$ cat config.mk
export PLATFORM = sky130hd
export DESIGN_NAME = i2s_stream_tx
export DESIGN_NICKNAME = d
export VERILOG_FILES = /design/src/rtl/i2s_pkg.sv /design/src/rtl/i2s_stream_tx_fifo.sv /design/src/rtl/i2s_stream_tx.sv
export SDC_FILE = /design/constraint.sdc
export NUM_CORES = 1
export LEC_CHECK = 0
export BUFFER_PORTS_ARGS = -buffer_cell sky130_fd_sc_hd__buf_4
export CORE_UTILIZATION = 50
export DETAILED_ROUTE_END_ITERATION = 8
export GPL_TIMING_DRIVEN = 0
export PLACE_DENSITY = 0.74
export SYNTH_ARGS = -nofsm -noshare
export SYNTH_HDL_FRONTEND = slang
export SYNTH_SLANG_ARGS = --single-unit
$ cat constraint.sdc
create_clock -name clk_i -period 6.4 [get_ports clk_i]
set_input_delay 0.32 -clock clk_i [delete_from_list [all_inputs] [get_ports clk_i]]
set_output_delay 0.32 -clock clk_i [all_outputs]
set_load 0.03 [all_outputs]
$ cat src/rtl/i2s_pkg.sv
// Shared defaults, counter-width helper and frame packing for the I2S stream transmitter.
package i2s_pkg;

    localparam int unsigned DEF_DATA_W     = 24;
    localparam int unsigned DEF_SLOT_W     = 32;
    localparam int unsigned DEF_SCLK_DIV   = 4;
    localparam int unsigned DEF_FIFO_DEPTH = 8;

    // Widest slot the packing helper supports; frames are built at this width then truncated.
    localparam int unsigned MAX_SLOT_W     = 64;

    typedef logic [MAX_SLOT_W-1:0]   slot_t;
    typedef logic [2*MAX_SLOT_W-1:0] frame_t;

    // Bits needed to hold a counter running 0..n-1 (at least one bit).
    function automatic int unsigned cnt_w(input int unsigned n);
        return (n <= 1) ? 32'(1) : 32'($clog2(n));
    endfunction

    // Left sample MSB-aligned in the upper slot, right sample MSB-aligned in the lower slot.
    function automatic frame_t pack_frame(input slot_t       l,
                                          input slot_t       r,
                                          input int unsigned data_w,
                                          input int unsigned slot_w);
        return (frame_t'(l) << (2*slot_w - data_w)) | (frame_t'(r) << (slot_w - data_w));
    endfunction

endpackage

$ cat src/rtl/i2s_stream_tx_fifo.sv
// sync_fifo: stereo sample buffer with registered level, ready and empty flags.
module sync_fifo
    import i2s_pkg::*;
#(
    parameter int unsigned WIDTH = 2*DEF_DATA_W,
    parameter int unsigned DEPTH = DEF_FIFO_DEPTH
) (
    input  logic                         clk_i,
    input  logic                         rst_i,
    input  logic                         push_i,
    input  logic [WIDTH-1:0]             wr_data_i,
    input  logic                         pop_i,
    output logic [WIDTH-1:0]             rd_data_c_o,
    output logic                         ready_o,
    output logic                         empty_o,
    output logic [$clog2(DEPTH+1)-1:0]   level_o
);

    localparam int unsigned PTR_W = cnt_w(DEPTH);
    localparam int unsigned LVL_W = 32'($clog2(DEPTH+1));

    logic [WIDTH-1:0] mem_q [DEPTH];
    logic [PTR_W-1:0] wr_ptr_q;
    logic [PTR_W-1:0] rd_ptr_q;
    logic [LVL_W-1:0] level_q;
    logic [LVL_W-1:0] level_d;
    logic             ready_q;
    logic             empty_q;
    logic             do_push;
    logic             do_pop;

    // Ready comes from the registered level, so a pop never frees a slot in the same cycle.
    assign do_push = push_i && ready_q;
    assign do_pop  = pop_i && !empty_q;

    always_comb begin
        level_d = level_q;
        case ({do_push, do_pop})
            2'b10:   level_d = level_q + LVL_W'(1);
            2'b01:   level_d = level_q - LVL_W'(1);
            default: level_d = level_q;
        endcase
    end

    always_ff @(posedge clk_i or posedge rst_i) begin
        if (rst_i) begin
            wr_ptr_q <= '0;
            rd_ptr_q <= '0;
            level_q  <= '0;
            ready_q  <= 1'b1;
            empty_q  <= 1'b1;
        end else begin
            if (do_push) begin
                wr_ptr_q <= wr_ptr_q + PTR_W'(1);
            end
            if (do_pop) begin
                rd_ptr_q <= rd_ptr_q + PTR_W'(1);
            end
            level_q <= level_d;
            ready_q <= (level_d < LVL_W'(DEPTH));
            empty_q <= (level_d == '0);
        end
    end

    always_ff @(posedge clk_i) begin
        if (do_push) begin
            mem_q[wr_ptr_q] <= wr_data_i;
        end
    end

    assign rd_data_c_o = mem_q[rd_ptr_q];
    assign ready_o     = ready_q;
    assign empty_o     = empty_q;
    assign level_o     = level_q;

endmodule

$ cat src/rtl/i2s_stream_tx.sv
// I2S transmitter: own SCLK/LRCLK divider, sample FIFO, one stereo frame per LRCLK period.
// Optional I2S_TX_HOLD_LAST_EN: on underrun repeat the last popped frame instead of silence.
module i2s_stream_tx
    import i2s_pkg::*;
#(
    parameter int unsigned DATA_W     = DEF_DATA_W,
    parameter int unsigned SLOT_W     = DEF_SLOT_W,
    parameter int unsigned SCLK_DIV   = DEF_SCLK_DIV,
    parameter int unsigned FIFO_DEPTH = DEF_FIFO_DEPTH
) (
    input  logic                              clk_i,
    input  logic                              rst_i,
    input  logic                              enable_i,
    input  logic                              sample_valid_i,
    output logic                              sample_ready_o,
    input  logic [DATA_W-1:0]                 sample_l_i,
    input  logic [DATA_W-1:0]                 sample_r_i,
    output logic                              sclk_o,
    output logic                              lrclk_o,
    output logic                              i2s_dout_o,
    output logic                              underrun_o,
    output logic [$clog2(FIFO_DEPTH+1)-1:0]   fifo_level_o
);

    localparam int unsigned FRAME_W = 2*SLOT_W;
    localparam int unsigned BIT_W   = cnt_w(FRAME_W);
    localparam int unsigned DIV_W   = cnt_w(SCLK_DIV);

    logic [DIV_W-1:0]    div_q;
    logic [DIV_W-1:0]    div_d;
    logic                sclk_q;
    logic                sclk_d;
    logic [BIT_W-1:0]    nxt_q;
    logic [BIT_W-1:0]    nxt_d;
    logic                lrclk_q;
    logic                lrclk_d;
    logic                dout_q;
    logic                dout_d;
    logic                underrun_q;
    logic                underrun_d;
    logic [FRAME_W-1:0]  shreg_q;
    logic [FRAME_W-1:0]  shreg_d;
`ifdef I2S_TX_HOLD_LAST_EN
    logic [FRAME_W-1:0]  last_q;
    logic [FRAME_W-1:0]  last_d;
`endif

    logic                tc;
    logic                fall;
    logic                pop;
    logic                fifo_empty;
    logic [2*DATA_W-1:0] fifo_head;
    frame_t              head_frame;

    sync_fifo #(
        .WIDTH (2*DATA_W),
        .DEPTH (FIFO_DEPTH)
    ) u_fifo (
        .clk_i       (clk_i),
        .rst_i       (rst_i),
        .push_i      (sample_valid_i),
        .wr_data_i   ({sample_l_i, sample_r_i}),
        .pop_i       (pop),
        .rd_data_c_o (fifo_head),
        .ready_o     (sample_ready_o),
        .empty_o     (fifo_empty),
        .level_o     (fifo_level_o)
    );

    assign tc         = (div_q == DIV_W'(SCLK_DIV - 1));
    assign fall       = enable_i && tc && sclk_q;
    assign head_frame = pack_frame(slot_t'(fifo_head[2*DATA_W-1:DATA_W]),
                                   slot_t'(fifo_head[DATA_W-1:0]),
                                   DATA_W, SLOT_W);

    // nxt_q holds the bit index the next fall event will apply; index 0 closes one frame and loads the next.
    always_comb begin
        div_d      = div_q;
        sclk_d     = sclk_q;
        nxt_d      = nxt_q;
        lrclk_d    = lrclk_q;
        dout_d     = dout_q;
        shreg_d    = shreg_q;
        underrun_d = 1'b0;
        pop        = 1'b0;
`ifdef I2S_TX_HOLD_LAST_EN
        last_d     = last_q;
`endif
        if (!enable_i) begin
            div_d   = '0;
            sclk_d  = 1'b0;
            nxt_d   = '0;
            lrclk_d = 1'b0;
            dout_d  = 1'b0;
            shreg_d = '0;
        end else begin
            if (tc) begin
                div_d  = '0;
                sclk_d = ~sclk_q;
            end else begin
                div_d  = div_q + DIV_W'(1);
            end
            if (fall) begin
                lrclk_d = (nxt_q >= BIT_W'(SLOT_W));
                dout_d  = shreg_q[FRAME_W-1];
                nxt_d   = (nxt_q == BIT_W'(FRAME_W - 1)) ? '0 : nxt_q + BIT_W'(1);
                if (nxt_q == '0) begin
                    if (fifo_empty) begin
                        underrun_d = 1'b1;
`ifdef I2S_TX_HOLD_LAST_EN
                        shreg_d    = last_q;
`else
                        shreg_d    = '0;
`endif
                    end else begin
                        pop     = 1'b1;
                        shreg_d = FRAME_W'(head_frame);
`ifdef I2S_TX_HOLD_LAST_EN
                        last_d  = FRAME_W'(head_frame);
`endif
                    end
                end else begin
                    shreg_d = shreg_q << 1;
                end
            end
        end
    end

    always_ff @(posedge clk_i or posedge rst_i) begin
        if (rst_i) begin
            div_q      <= '0;
            sclk_q     <= 1'b0;
            nxt_q      <= '0;
            lrclk_q    <= 1'b0;
            dout_q     <= 1'b0;
            underrun_q <= 1'b0;
            shreg_q    <= '0;
`ifdef I2S_TX_HOLD_LAST_EN
            last_q     <= '0;
`endif
        end else begin
            div_q      <= div_d;
            sclk_q     <= sclk_d;
            nxt_q      <= nxt_d;
            lrclk_q    <= lrclk_d;
            dout_q     <= dout_d;
            underrun_q <= underrun_d;
            shreg_q    <= shreg_d;
`ifdef I2S_TX_HOLD_LAST_EN
            last_q     <= last_d;
`endif
        end
    end

    assign sclk_o     = sclk_q;
    assign lrclk_o    = lrclk_q;
    assign i2s_dout_o = dout_q;
    assign underrun_o = underrun_q;

endmodule

==> impl_metrics.env, run 1 <==
export IMPL_fin_skew_ps=17.0
export IMPL_post_cts_buffers=0
export IMPL_arrival_ps=3550
export IMPL_die_area_sq_um=36300
export IMPL_worst_pin_slew_ps=993
export IMPL_reg2reg_from="div_q[0]"
export IMPL_gp_congestion=0.742
export IMPL_ys_async_sr_fraction_pct=17.2
export IMPL_drtAntennaViolNets=0
export IMPL_worst_path_stages=11
export IMPL_place_area_sq_um=19300
export IMPL_clkSlewWorstSetupHoldPaths_ps=70
export IMPL_cts_hold_buf=49
export IMPL_critPathBufInv=3
export IMPL_synth_top_area_cell="edfxtp_1"
export IMPL_drive_gt1_share_pct=27.5
export IMPL_clockRootBuffer="clkbuf_16"
export IMPL_rsz0062_at_grt="no"
export IMPL_setup_ws_ps=3340
export IMPL_fin_nets=1103
export IMPL_setup_viol=0
export IMPL_core_area_sq_um=34800
export IMPL_synth_distinct_cells=39
export IMPL_wl_per_cell_microns=23.3
export IMPL_vias=8922
export IMPL_first_global_vias=9281
export IMPL_clockBufferDepth=3
export IMPL_synth_edf_count=384
export IMPL_ys_ff_latch=464
export IMPL_cpLargestDelayFamily="simple AND/OR/NAND/NOR gates"
export IMPL_cp_slowest_cell="mux2_2"
export IMPL_crit_path_start="div_q[0]"
export IMPL_worst_path_largest_cell_delay_ps=390
export IMPL_hpwl_mm=22.1
export IMPL_period_minus_slack_ps=3060
export IMPL_cp_required_ps=6890
export IMPL_crit_type="reg -> reg"
export IMPL_row_count=68
export IMPL_met2_usage_pct=32.9
export IMPL_top_usage_layer="met2"
export IMPL_clk_latency_ps=570
export IMPL_synth_cells=863
export IMPL_final_util_pct=61.2
export IMPL_grtUsageTotal_pct=20.6
export IMPL_stdcell_count=1538
export IMPL_grt_max_degree=71
export IMPL_initial_utilization_pct=51.1
export IMPL_antenna_found_initial=1
export IMPL_cpMostUsedCell="ha_1"
export IMPL_reg2reg_slack_ps=3340
export IMPL_max_freq_mhz=327
export IMPL_worstReg2RegEnd="u_fifo.empty_o"
export IMPL_ys_seq_area_share_pct=76.1
export IMPL_powerDensity_nw_per_um2=350
export IMPL_cp_end_kind="register"
export IMPL_post_drt_via_cell_ratio=5.80
export IMPL_irDropWorstVdd_uv=244
export IMPL_io_buffers=60
export IMPL_die_x_microns=191
export IMPL_fin_crit_sh_pct=47.8
export IMPL_cts_tree="done"
export IMPL_hp_class="in -> reg"
export IMPL_cts_buffers=47
export IMPL_crit_fanout=10
export IMPL_cts_resized=0
export IMPL_max_slew_margin_rel_pct=33.8
export IMPL_ys_top_cells_by_area="edfxtp_1 65%, mux4_2 12%, dfrtp_1 11%"
export IMPL_dpl_cell_count=1401
export IMPL_synth_avg_cell_area_sq_um=20.6
export IMPL_grt_ovfl_total=0
export IMPL_yosysTopAreaCellShare_pct=64.8
export IMPL_drv_slew=0
export IMPL_drc=0
export IMPL_wirelength_mm=35.9
export IMPL_maxCapViolCount=0
export IMPL_drt_iter0_drc=751
export IMPL_clock_sinks=464
export IMPL_power_leakage_nw=7.18
export IMPL_use_met3_pct=3.50
export IMPL_syn_to_final_growth_pct=19.7
export IMPL_drt_pass1_iter_count=5
export IMPL_grt_pass1_wl_mm=55.8
export IMPL_htreeDepth=2
export IMPL_synth_warnings=0
export IMPL_finalHoldViolCount=0
export IMPL_postLayoutCellArea_sq_um=21300
export IMPL_syn_area_sq_um=17800
export IMPL_synthFlopType="edfxtp_1"
export IMPL_pin_count=61
export IMPL_status="finished, final reports clean"
export IMPL_syn_num_nets=922
export IMPL_grt_use_met1_pct=29.9
export IMPL_path_cells="ha_1, and3_4, buf_6, nand4_1, inv_1, ha_1, clkbuf_1, mux2_2, nor2_1, nand3b_1, a21oi_2"
export IMPL_crit_path_end="u_fifo.empty_o"
export IMPL_fp_dieH_microns=191
export IMPL_r2r_cells=11
export IMPL_worst_setup_path_start_kind="register"
export IMPL_place_ws_ps=3360
-- where the power goes --
| part | switching [mW] | internal (mW) |
|---|---|---|
| clock | 1.12 | 1.60 |
| combinational | 0.559 | 0.435 |
| sequential | 0.100 | 3.63 |
| total | 1.78 | 5.67 |
-- synthesized netlist by cell type, drive strengths merged (2+ instances only) --
| cell | number |
|---|---|
| clkbuf | 16 |
| dfstp | 2 |
| and3 | 3 |
| xnor2 | 9 |
| dfrtp | 78 |
| nand2 | 19 |
| nor3 | 3 |
| o21ai | 51 |
| ha | 7 |
| buf | 32 |
| nand3b | 2 |
| inv | 7 |
| nand3 | 10 |
| nand2b | 2 |
| a22oi | 47 |
| nor3b | 2 |
| a21oi | 7 |
| nor2 | 8 |
| edfxtp | 384 |
| mux2i | 48 |
| xor2 | 3 |
| mux2 | 3 |
| nand4 | 2 |
| and2 | 6 |
| mux4 | 96 |
| a22o | 8 |
-- flip-flops by register name (all words and copies together), names as in the netlist --
signal           count
u_fifo.ready_o       1
underrun_o           1
div_q                2
u_fifo.mem_q       384
nxt_q                6
shreg_q             56
u_fifo.level_o       4
sclk_o               1
u_fifo.empty_o       1
u_fifo.wr_ptr_q      3
i2s_dout_o           1
lrclk_o              1
u_fifo.rd_ptr_q      3
-- cell families after synthesis --
kind of cell / Yosys count / synth area share, %
AOI/OAI and AO/OA: 117 / 4.28
xor gates and xnor gates: 12 / 0.633
adders and majority gates: 7 / 0.492
buffers and inverters: 55 / 1.65
DFF: 464 / 76.1
muxes: 147 / 15.0
and+or+nand+nor: 61 / 1.84
-- layer usage --
layer  vias to the layer above  wire length [microns]
li1                       3904                      -
met2                       269                  17200
met1                      4700                  16000
met5                         -                      0
met4                         0                    632
met3                        49                   2000
-- cell type report --
type                       instances  area [sq um]
fill                            2351         13500
clock buffer                      63          1310
inverter                           7          28.8
timing repair buffer             132          1330
tap                              455           569
sequential                       464         13500
buffer                            48           268
antenna                            1          2.50
clock inverter                    24           235
multi-input combinational        344          4020
-- how the worst min path moves through the flow --
stage / startpoint / endpoint / slack, ps / depth (start not counted)
after CTS: sample_valid_i / u_fifo.wr_ptr_q[2] / 60 / 3
after global placement: div_q[0] / div_q[0] / 430 / 1
after global routing: sample_valid_i / u_fifo.wr_ptr_q[2] / 80 / 3
after detailed placement: rst_i / sclk_o / 250 / 2
final: sample_valid_i / u_fifo.wr_ptr_q[2] / 80 / 3
after floorplan: div_q[0] / div_q[0] / 420 / 1
-- per-stage QoR --
step / hold slack, ps / TNS, ps / power [mW]
final: 82.7 / 0 / 7.45
after global routing: 84.5 / 0 / 7.72
after CTS: 57.6 / 0 / 7.53
after detailed placement: 250 / 0 / 4.78
after global placement: 425 / -167410 / 4.68
after floorplan: 416 / 0 / 4.37
-- worst reg2reg max path, stage by stage (launching register included) --
cell and delay, ps:
dfrtp_1 380, ha_1 270, and3_4 210, buf_6 130, nand4_1 370, inv_1 210
ha_1 310, clkbuf_1 280, mux2_2 390, nor2_1 170, nand3b_1 130, a21oi_2 150
-- cells in the final DEF, fill, tap and decap left out, drive strengths merged, types with 19 or more instances in the layout --
cell,synthesis,routed
edfxtp,384,384
buf,32,115
mux4,96,96
clkbuf,16,79
dfrtp,78,78
o21ai,51,51
dlygate4sd3,0,49
mux2i,48,48
a22oi,47,47
nand2,19,19
No activity file was read; power rests on OpenSTA's default activity.
==> run 2: changes to the inputs <==
--- a/config.mk
+++ b/config.mk
@@ -5,6 +5,7 @@
 export SDC_FILE = /design/constraint.sdc
 export NUM_CORES = 1
 export LEC_CHECK = 0
+export ABC_AREA = 1
 export BUFFER_PORTS_ARGS = -buffer_cell sky130_fd_sc_hd__buf_4
 export CORE_UTILIZATION = 50
 export DETAILED_ROUTE_END_ITERATION = 8
==> constraint.sdc (replaced) <==
create_clock -name clk_i -period 2.9 [get_ports clk_i]
set_input_delay 0.145 -clock clk_i [delete_from_list [all_inputs] [get_ports clk_i]]
set_output_delay 0.145 -clock clk_i [all_outputs]
set_load 0.03 [all_outputs]
==> run 2 against run 1 <==
Against the previous run: the run now ends with DRC left; highest routed layer is now met5; area after synthesis increased by 3.1%; sequential power increased by 120%; global-route usage increased by 3.3 points; register-to-register slack lost 3100 ps; clock skew grew 1.9 ps; non-clock buffer count increased by 34; first-iteration DRC count up 44%; setup slack worse by 3100 ps; critical path type unchanged; combinational power grew to 3.2 times the previous value.
==> impl_metrics.env, run 2 <==
export IMPL_status="complete, but fails checks"
export IMPL_violations="DRC"
export IMPL_final_common_cell="edfxtp_1"
export IMPL_drtAntennaViolNets=0
export IMPL_powerDensity_nw_per_um2=798
export IMPL_critPathBufInv=4
export IMPL_max_freq_mhz=384
export IMPL_cts_resized=0
export IMPL_tns_ps=0
export IMPL_drt_iter0_drc=1083
export IMPL_htreeDepth=2
export IMPL_synth_edf_count=384
export IMPL_synth_top_area_cell="edfxtp_1"
export IMPL_antenna_found_initial=1
export IMPL_grt_ovfl_total=0
export IMPL_synth_distinct_cells=36
export IMPL_syn_to_final_growth_pct=17.6
export IMPL_grt_max_degree=44
export IMPL_ys_top_cells_by_count="384 x edfxtp_1, 226 x o21ai_0, 210 x nor2_1"
export IMPL_drv_slew=0
export IMPL_period_minus_slack_ps=2610
export IMPL_worst_pin_slew_ps=969
export IMPL_power_internal_mw=12.3
export IMPL_yosysTopAreaCellShare_pct=62.9
export IMPL_syn_area_sq_um=18300
export IMPL_clk_latency_ps=570
export IMPL_cp_end_kind="register"
export IMPL_vias=12400
export IMPL_seqPwrFrac_pct=48.1
export IMPL_synth_most_common_cell="edfxtp_1"
export IMPL_clockRootBuffer="clkbuf_16"
export IMPL_core_area_sq_um=35800
export IMPL_gp_congestion=0.806
export IMPL_worstReg2RegEnd="u_fifo.empty_o"
export IMPL_initial_utilization_pct=51.2
export IMPL_largest_reg_flops=384
export IMPL_regMostFlops="u_fifo.mem_q"
export IMPL_worst_path_largest_cell_delay_ps=420
export IMPL_synthFlopType="edfxtp_1"
export IMPL_cts_buffers=46
export IMPL_stdcell_count=2092
export IMPL_hpwl_mm=28.3
export IMPL_place_ws_ps=302
export IMPL_clockBufferDepth=3
export IMPL_worst_setup_path_start_kind="register"
export IMPL_first_global_vias=12300
export IMPL_setup_viol=0
export IMPL_syn_num_nets=1485
export IMPL_num_fill_cells=2656
export IMPL_cpLargestDelayFamily="simple AND/OR/NAND/NOR gates"
export IMPL_wl_per_cell_microns=21.3
export IMPL_dpl_cell_count=1956
export IMPL_p_clk_share_pct=33.3
export IMPL_crit_type="reg -> reg"
export IMPL_drive_gt1_share_pct=12.4
export IMPL_num_antenna_cells=0
export IMPL_cp_required_ps=3400
export IMPL_pwr_share_comb_pct=18.6
export IMPL_reg2reg_slack_ps=290
export IMPL_synth_avg_cell_area_sq_um=12.9
export IMPL_ys_ff_latch=464
export IMPL_layout_common_cells="384 x edfxtp_1, 226 x o21ai_0, 202 x nor2_1, 84 x nand2_1, 78 x dfrtp_1"
export IMPL_cts_tree="done"
export IMPL_cp_slowest_cell="dfrtp_1"
export IMPL_synth_cells=1426
export IMPL_drt_pass1_iter_count=9
export IMPL_arrival_ps=3110
export IMPL_cts_hold_buf=50
export IMPL_irDropWorstVdd_uv=469
export IMPL_r2r_cells=13
export IMPL_fin_nets=1652
export IMPL_rsz0062_at_grt="no"
export IMPL_clock_sinks=464
export IMPL_power_leakage_nw=7.32
export IMPL_die_x_microns=194
export IMPL_cpMostUsedCell="inv_1"
export IMPL_path_cells="inv_1, ha_1, nand3_1, nor2_4, buf_4, nand2_1, inv_1, ha_1, inv_1, o21ai_0, nor2_1, nand2_1, nor2_2"
export IMPL_setup_ws_ps=293
export IMPL_pin_count=61
export IMPL_crit_fanout=10
export IMPL_fp_dieH_microns=194
export IMPL_crit_path_end="u_fifo.empty_o"
export IMPL_max_slew_margin_rel_pct=35.3
export IMPL_maxCapViolCount=0
export IMPL_sw_frac_of_total_pct=28.7
export IMPL_synth_warnings=0
export IMPL_hp_class="in -> reg"
export IMPL_post_cts_buffers=0
export IMPL_reg2reg_from="nxt_q[0]"
export IMPL_drc=4
export IMPL_ys_top_cells_by_area="edfxtp_1 63%, dfrtp_1 11%, o21ai_0 6.2%"
export IMPL_ys_async_sr_fraction_pct=17.2
export IMPL_reg_top3="u_fifo.mem_q: 384 flops, shreg_q: 56 flops, nxt_q: 6 flops"
export IMPL_power_total_mw=17.2
export IMPL_whs_ps=51.8
export IMPL_die_area_sq_um=37400
export IMPL_fin_crit_sh_pct=89.9
export IMPL_grtUsageTotal_pct=23.9
export IMPL_clkSlewWorstSetupHoldPaths_ps=60
export IMPL_ys_seq_area_share_pct=73.8
export IMPL_fin_skew_ps=18.8
export IMPL_worst_path_stages=13
export IMPL_finalHoldViolCount=0
export IMPL_io_buffers=60
export IMPL_wirelength_mm=44.5
export IMPL_post_drt_via_cell_ratio=5.92
export IMPL_crit_path_start="nxt_q[0]"
export IMPL_grt_pass1_wl_mm=69.3
export IMPL_row_count=69
export IMPL_p_sw_mw=4.94
==> run 2: changes by cell type in the layout (fill, tap and decap cells not counted), sizes merged, moves of 8 or more <==
cell / change
o211ai: +47
mux2i: -48
o221ai: +48
nand2: +68
o22ai: +48
clkinv: +12
a22oi: -47
clkbuf: +24
mux4: -96
inv: +75
nor2: +204
xnor2: -8
o21ai: +246
==> run 2: logic make-up (layout without fill, tap and decap cells) <==
logic type,after synthesis,in the layout,share of synthesized area [%]
AO/OA/AOI/OAI,457,457,14.7
XOR/XNOR,5,5,0.239
adder cells (fa/ha/maj),7,7,0.478
buffers and inverters,179,384,4.03
flip-flops,464,464,73.8
AND/OR/NAND/NOR,314,314,6.78
==> run 2: worst min-delay path by stage <==
stage                         startpoint  cells after the start                 end
after floorplan            sample_r_i[0]                      0  u_fifo.mem_q[0][0]
after global placement     sample_r_i[0]                      1  u_fifo.mem_q[0][0]
after detailed placement           rst_i                      2  u_fifo.wr_ptr_q[1]
after CTS                 sample_valid_i                      4  u_fifo.wr_ptr_q[0]
after global routing      sample_valid_i                      4  u_fifo.wr_ptr_q[0]
final                     sample_valid_i                      4  u_fifo.wr_ptr_q[0]
==> run 2: cell type report <==
cell class,instances,area (sq um),area share [%]
Sequential cell,464,13500,62.8
Buffer,95,423,1.96
Clock buffer,53,1200,5.56
Multi-Input combinational cell,783,4130,19.1
Clock inverter,33,259,1.20
Timing Repair Buffer,119,1130,5.24
Tap cell,461,577,2.67
Inverter,84,318,1.47
==> run 2: stage by stage <==
| stage | utilization (%) | area, sq um |
|---|---|---|
| floorplan | - | 18300 |
| global placement | 54.1 | 19400 |
| detailed placement | 54.7 | 19600 |
| CTS | 60.2 | 21600 |
| global route | 60.2 | 21600 |
| finish | 60.2 | 21600 |
==> run 2: worst reg2reg max path: cells and delay by family (launching register included) <==
family                   cells  cell delay [ps]
AO/OA/AOI/OAI                1              130
adder cells (fa/ha/maj)      2              460
buffers and inverters        4              700
flip-flops                   1              420
AND/OR/NAND/NOR              6              840
==> run 2: per-layer routing <==
layer / wire (microns) / GRT usage [%]
met3: 3700 / 3.84
met4: 953 / 7.67
met5: 13 / 0
met2: 21700 / 39.7
met1: 18100 / 32.4
==> run 2: power groups by stage <==
stage	Clock [mW]	Sequential (mW)	Combinational, mW
after CTS	5.78	8.28	3.17
after detailed placement	0	8.41	3.10
final	5.73	8.28	3.19
after floorplan	0	8.45	1.79
after global routing	6.03	8.33	3.46
after global placement	0	8.47	2.84
